===== config.mk =====
export PLATFORM = sky130hd
export DESIGN_NAME = pwm_ramp_ctrl
export DESIGN_NICKNAME = d
export VERILOG_FILES = /design/src/rtl/pwm_pkg.sv /design/src/rtl/pwm_sync.sv /design/src/rtl/pwm_ramp_ctrl.sv
export SDC_FILE = /design/constraint.sdc
export NUM_CORES = 1
export LEC_CHECK = 0
export BUFFER_PORTS_ARGS = -buffer_cell sky130_fd_sc_hd__buf_4
export CAP_MARGIN = 20
export CORE_MARGIN = 4
export CORE_UTILIZATION = 58
export CTS_CLUSTER_SIZE = 10
export DETAILED_ROUTE_END_ITERATION = 10
export MAX_ROUTING_LAYER = met4
export PLACE_DENSITY = 0.79
export SETUP_SLACK_MARGIN = 0.15
export SLEW_MARGIN = 10
export SYNTH_ARGS = -nofsm -noshare
export SYNTH_HDL_FRONTEND = slang
export SYNTH_HIERARCHICAL = 1
export SYNTH_SLANG_ARGS = --single-unit

===== constraint.sdc =====
create_clock -name clk -period 2.58 [get_ports clk]
set_input_delay 0.258 -clock clk [delete_from_list [all_inputs] [get_ports clk]]
set_output_delay 0.258 -clock clk [all_outputs]
set_load 0.03 [all_outputs]

===== src/rtl/pwm_pkg.sv =====
// Shared types and constants for the PWM soft-start/soft-stop sequencer.
// Holds the ramp FSM state encoding and the default speed bus width.
package pwm_pkg;

    localparam int DEF_SPEED_W = 3;
    localparam int SPEED_MAX   = (1 << DEF_SPEED_W) - 1;

    typedef enum logic [1:0] {
        ST_OFF       = 2'd0,
        ST_RAMP_UP   = 2'd1,
        ST_HOLD      = 2'd2,
        ST_RAMP_DOWN = 2'd3
    } state_t;

endpackage


===== src/rtl/pwm_sync.sv =====
// Single-bit multi-flop synchronizer, resets to 0.
// Ports: clk, rst_n (async, active-low), d (async input), q (synchronized).
module pwm_sync #(
    parameter int STAGES = 2
) (
    input  logic clk,
    input  logic rst_n,
    input  logic d,
    output logic q
);

    logic [STAGES-1:0] ff;

    always_ff @(posedge clk or negedge rst_n) begin
        if (!rst_n) begin
            ff <= '0;
        end else begin
            ff <= {ff[STAGES-2:0], d};
        end
    end

    assign q = ff[STAGES-1];

endmodule


===== src/rtl/pwm_ramp_ctrl.sv =====
// Soft-start/soft-stop sequencer feeding the PWM generator enable/speed pins.
// Ports: clk, rst_n, en_req/target/estop (async pins) -> pwm_enable,
// pwm_speed, busy, at_target, state_dbg.
module pwm_ramp_ctrl
    import pwm_pkg::*;
#(
    parameter int SPEED_W     = DEF_SPEED_W,
    parameter int STEP_CYCLES = 1000,
    parameter int SYNC_STAGES = 2
) (
    input  logic               clk,
    input  logic               rst_n,
    input  logic               en_req,
    input  logic [SPEED_W-1:0] target,
    input  logic               estop,
    output logic               pwm_enable,
    output logic [SPEED_W-1:0] pwm_speed,
    output logic               busy,
    output logic               at_target,
    output logic [1:0]         state_dbg
);

    localparam int CW = $clog2(STEP_CYCLES);
    localparam logic [SPEED_W-1:0] SPD_TOP  = '1;
    localparam logic [CW-1:0]      CNT_LAST = CW'(STEP_CYCLES - 1);

    // Bit order: {estop, en_req, target}
    logic [SPEED_W+1:0] raw;
    logic [SPEED_W+1:0] syn;
    logic [SPEED_W-1:0] tgt_s;
    logic               en_s;
    logic               stop_s;

    assign raw = {estop, en_req, target};

    for (genvar i = 0; i < SPEED_W + 2; i++) begin : g_sync
        pwm_sync #(
            .STAGES(SYNC_STAGES)
        ) u_sync (
            .clk  (clk),
            .rst_n(rst_n),
            .d    (raw[i]),
            .q    (syn[i])
        );
    end

    assign tgt_s  = syn[SPEED_W-1:0];
    assign en_s   = syn[SPEED_W];
    assign stop_s = syn[SPEED_W+1];

    logic [SPEED_W-1:0] goal;
    assign goal = en_s ? tgt_s : '0;

    state_t             state, state_n;
    logic [SPEED_W-1:0] spd, spd_n;
    logic [CW-1:0]      cnt, cnt_n;
    logic               pen;
    logic               busy_q;
    logic               tick;
    logic [SPEED_W-1:0] spd_inc;
    logic [SPEED_W-1:0] spd_dec;

    assign tick    = (cnt == CNT_LAST);
    assign spd_inc = spd + 1'b1;
    assign spd_dec = spd - 1'b1;

    always_ff @(posedge clk or negedge rst_n) begin
        if (!rst_n) begin
            state  <= ST_OFF;
            spd    <= '0;
            cnt    <= '0;
            pen    <= 1'b0;
            busy_q <= 1'b0;
        end else begin
            state  <= state_n;
            spd    <= spd_n;
            cnt    <= cnt_n;
            pen    <= (state_n != ST_OFF);
            busy_q <= (state_n == ST_RAMP_UP) || (state_n == ST_RAMP_DOWN);
        end
    end

    // Counter defaults to 0 so every state change restarts the step interval;
    // it only advances while staying inside a ramp without a tick.
    always_comb begin
        state_n = state;
        spd_n   = spd;
        cnt_n   = '0;
        if (stop_s) begin
            state_n = ST_OFF;
            spd_n   = '0;
        end else begin
            unique case (state)
                ST_OFF: begin
                    spd_n = '0;
                    if (goal != '0) state_n = ST_RAMP_UP;
                end
                ST_RAMP_UP: begin
                    if (goal < spd) begin
                        state_n = ST_RAMP_DOWN;
                    end else if (goal == spd) begin
                        // goal moved onto the current level mid-ramp
                        state_n = ST_HOLD;
                    end else if (tick) begin
                        if (spd != SPD_TOP) spd_n = spd_inc;
                        if (spd_inc == goal) state_n = ST_HOLD;
                    end else begin
                        cnt_n = cnt + 1'b1;
                    end
                end
                ST_HOLD: begin
                    if (goal > spd) begin
                        state_n = ST_RAMP_UP;
                    end else if (goal < spd) begin
                        state_n = ST_RAMP_DOWN;
                    end
                end
                ST_RAMP_DOWN: begin
                    if (goal > spd) begin
                        state_n = ST_RAMP_UP;
                    end else if (goal == spd) begin
                        state_n = (spd == '0) ? ST_OFF : ST_HOLD;
                    end else if (tick) begin
                        if (spd != '0) spd_n = spd_dec;
                        if (spd_dec == goal) begin
                            state_n = (spd_dec == '0) ? ST_OFF : ST_HOLD;
                        end
                    end else begin
                        cnt_n = cnt + 1'b1;
                    end
                end
                default: begin
                    state_n = ST_OFF;
                    spd_n   = '0;
                end
            endcase
        end
    end

    assign pwm_enable = pen;
    assign pwm_speed  = spd;
    assign busy       = busy_q;
    assign at_target  = (spd == goal) && !busy_q;
    assign state_dbg  = state;

endmodule


==> results.json <==
{
  "status": "finished, final reports clean",
  "avgSynthCellArea_um2": 10.1,
  "gr-total-overflow": 0,
  "fin_crit_sh_pct": 86.7,
  "synth_top_family_by_area": "simple AND/OR/NAND/NOR gates",
  "synth_edf_count": 0,
  "holdCritPathClass": "in -> reg",
  "pin_count": 15,
  "synth.largest_area_cell": "dfrtp_1",
  "hold_viol_final": 0,
  "clk_latency_ns": 0.32,
  "yosysSeqAreaShare_pct": 43.4,
  "yosys.area_share.xor_xnor_pct": 9.18,
  "dp.cells": 185,
  "final_cell_count_no_fill": 190,
  "dieArea_um2": 3460,
  "antenna_found_initial": 0,
  "rsz0062_at_grt": "no",
  "synth.ff_latch_count": 26,
  "path_class": "reg -> out",
  "synth_top_area_share_pct": 43.4,
  "worst_pin_slew_ns": 0.543,
  "cts-root-buf": "clkbuf_4",
  "drv_slew": 0,
  "grt_max_degree": 27,
  "vias": 1149,
  "worst-path-buf-inv": 1,
  "start_kind": "flop",
  "nets": 175,
  "max_stage_delay_ns": 0.52,
  "grt_pass1_wl_um": 5060,
  "drive_gt1_share_pct": 21.9,
  "path_delay_family": "flip-flops",
  "cts_tree": "yes",
  "final_util_pct": 66.9,
  "synth_adder_area_share_pct": 5.84,
  "synthMuxAreaShare_pct": 0.668,
  "synth_cells": 148,
  "gp_congestion": 0.940,
  "async_flop_share_pct": 100,
  "cts_buffers": 3,
  "synthesis.nets": 162,
  "track_usage_pct": 19.6,
  "postCtsSetupBuffers": 0,
  "arrival_ns": 1.98,
  "synth_compound_area_share_pct": 15.0,
  "synth.most_common_cell": "dfrtp_1",
  "relSlewSlack_pct": 63.5,
  "ir_worst_vdd_uv": 609,
  "max_freq_mhz": 447,
  "synth_ff_type": "dfrtp_1",
  "postRouteAntennaNets": 0,
  "place_ws_ns": 0.332,
  "drv_cap": 0,
  "syn_area_um2": 1500,
  "power_uw": 836,
  "cts.clk_slew.worst_paths_ns": 0.13,
  "ys_types": 50,
  "leakagePower_nw": 0.694,
  "powerDensity_nw_per_um2": 504,
  "crit_chain": "o21a_1 > or3_1 > a21bo_2 > nor2_1 > buf_4",
  "area_growth_pct": 10.5,
  "die_h_um": 58.8,
  "diodes": 0,
  "routed_wirelength_um": 2870,
  "vias_per_cell": 6.05,
  "htree_levels": 1,
  "whs_ns": 0.0389,
  "synthTopCellsByArea": "dfrtp_1 43%, ha_1 5.8%, xnor2_1 4.7%",
  "tns_ns": 0,
  "dp_hpwl_um": 2110,
  "initial_core_util_pct": 60.5,
  "fin_skew_ns": 0.00383,
  "endpoint_kind": "primary output",
  "crit_required_ns": 2.32,
  "firstDrtPassIters": 4,
  "drt_iter0_drc": 74,
  "finalSetupViolCount": 0,
  "fin_crit_ns": 2.24,
  "clock_sinks": 26,
  "synthSimpleGateAreaFrac_pct": 21.1,
  "grt_pass1_vias": 1107,
  "rows": 18,
  "ys_top_cells_by_count": "26 x dfrtp_1, 11 x nand2_1, 9 x nor2_2",
  "path_max_fanout": 9,
  "portBuffers": 14,
  "ys_warn_count": 6,
  "fin_ws_ns": 0.344,
  "core-area_um2": 2480,
  "die-width_um": 58.8,
  "final_area_um2": 1660,
  "slowest_stage": "dfrtp_1",
  "clockBufferDepth": 2,
  "placed_area_um2": 1600,
  "wl_per_cell_um": 15.1,
  "drc_errors": 0
}
[final timing paths]
| path | startpoint | to | slack [ns] | cells after the start |
|---|---|---|---|---|
| min in group asynchronous | rst_n | state_dbg[0] | 0.39 | 2 |
| max in group asynchronous | rst_n | g_sync[3].u_sync/ff[0] | 1.94 | 2 |
| setup reg to reg | pwm_speed[1] | pwm_enable | 0.41 | 8 |
| hold reg to reg | g_sync[2].u_sync/ff[0] | g_sync[2].u_sync/ff[1] | 0.36 | 0 |
| setup / recovery | g_sync[2].u_sync/ff[1] | at_target | 0.34 | 5 |
| hold / removal | estop | g_sync[4].u_sync/ff[0] | 0.04 | 1 |
[routing by layer]
layer  GRT usage (%)  up-vias  routed length, µm
li1                -      551                  -
met5               -        -                  0
met1            25.0      539               1190
met4            10.7        0                 78
met2            30.8       50               1400
met3            1.75        9                201
[cells by family after synthesis]
logic type                 count (synthesis)
xor gates and xnor gates                  14
adders and majority gates                  7
and+or+nand+nor                           56
AOI/OAI and AO/OA                         29
muxes                                      1
buffers and inverters                     15
DFF                                       26
[layout make-up]
type                       instances  area, µm²
inverter                           8       30.0
sequential                        26        651
timing repair buffer              15        115
multi-input combinational        107        787
fill                             194        821
tap                               30       37.5
clock buffer                       4       36.3
[flip-flops by register name, indices dropped and copies added, names as in the netlist]
register,flops
cnt,10
g_sync.u_sync/ff,10
pwm_enable,1
pwm_speed,3
state_dbg,2
[power breakdown]
group	internal [mW]	leakage (nW)	total, mW	switching (mW)
combinational	0.0749	0.336	0.181	0.106
sequential	0.426	0.336	0.457	0.0304
clock	0.0863	0.0210	0.198	0.112
[placed cells by master (no fill, tap or decap), drive strengths merged, types with 2 or more instances in the layout]
cell     instances
clkbuf           4
o2111ai          2
o211ai           3
o21ai            3
ha               7
nor4bb           2
nand3            6
nand2           11
and2             2
nor2b            3
buf             14
xnor2            8
xor2             5
a31oi            3
inv              8
and4             2
nand3b           2
dfrtp           26
nor2            17
or3              2
a21oi            5
nor3             2
[timing repair]
item,CTS,global route
hold buffers,1,0
endpoints found under the setup margin,0,3
hold endpoints to repair,26,0
gates resized for setup,0,2
Note: power is estimated with default switching activity, not from simulation.
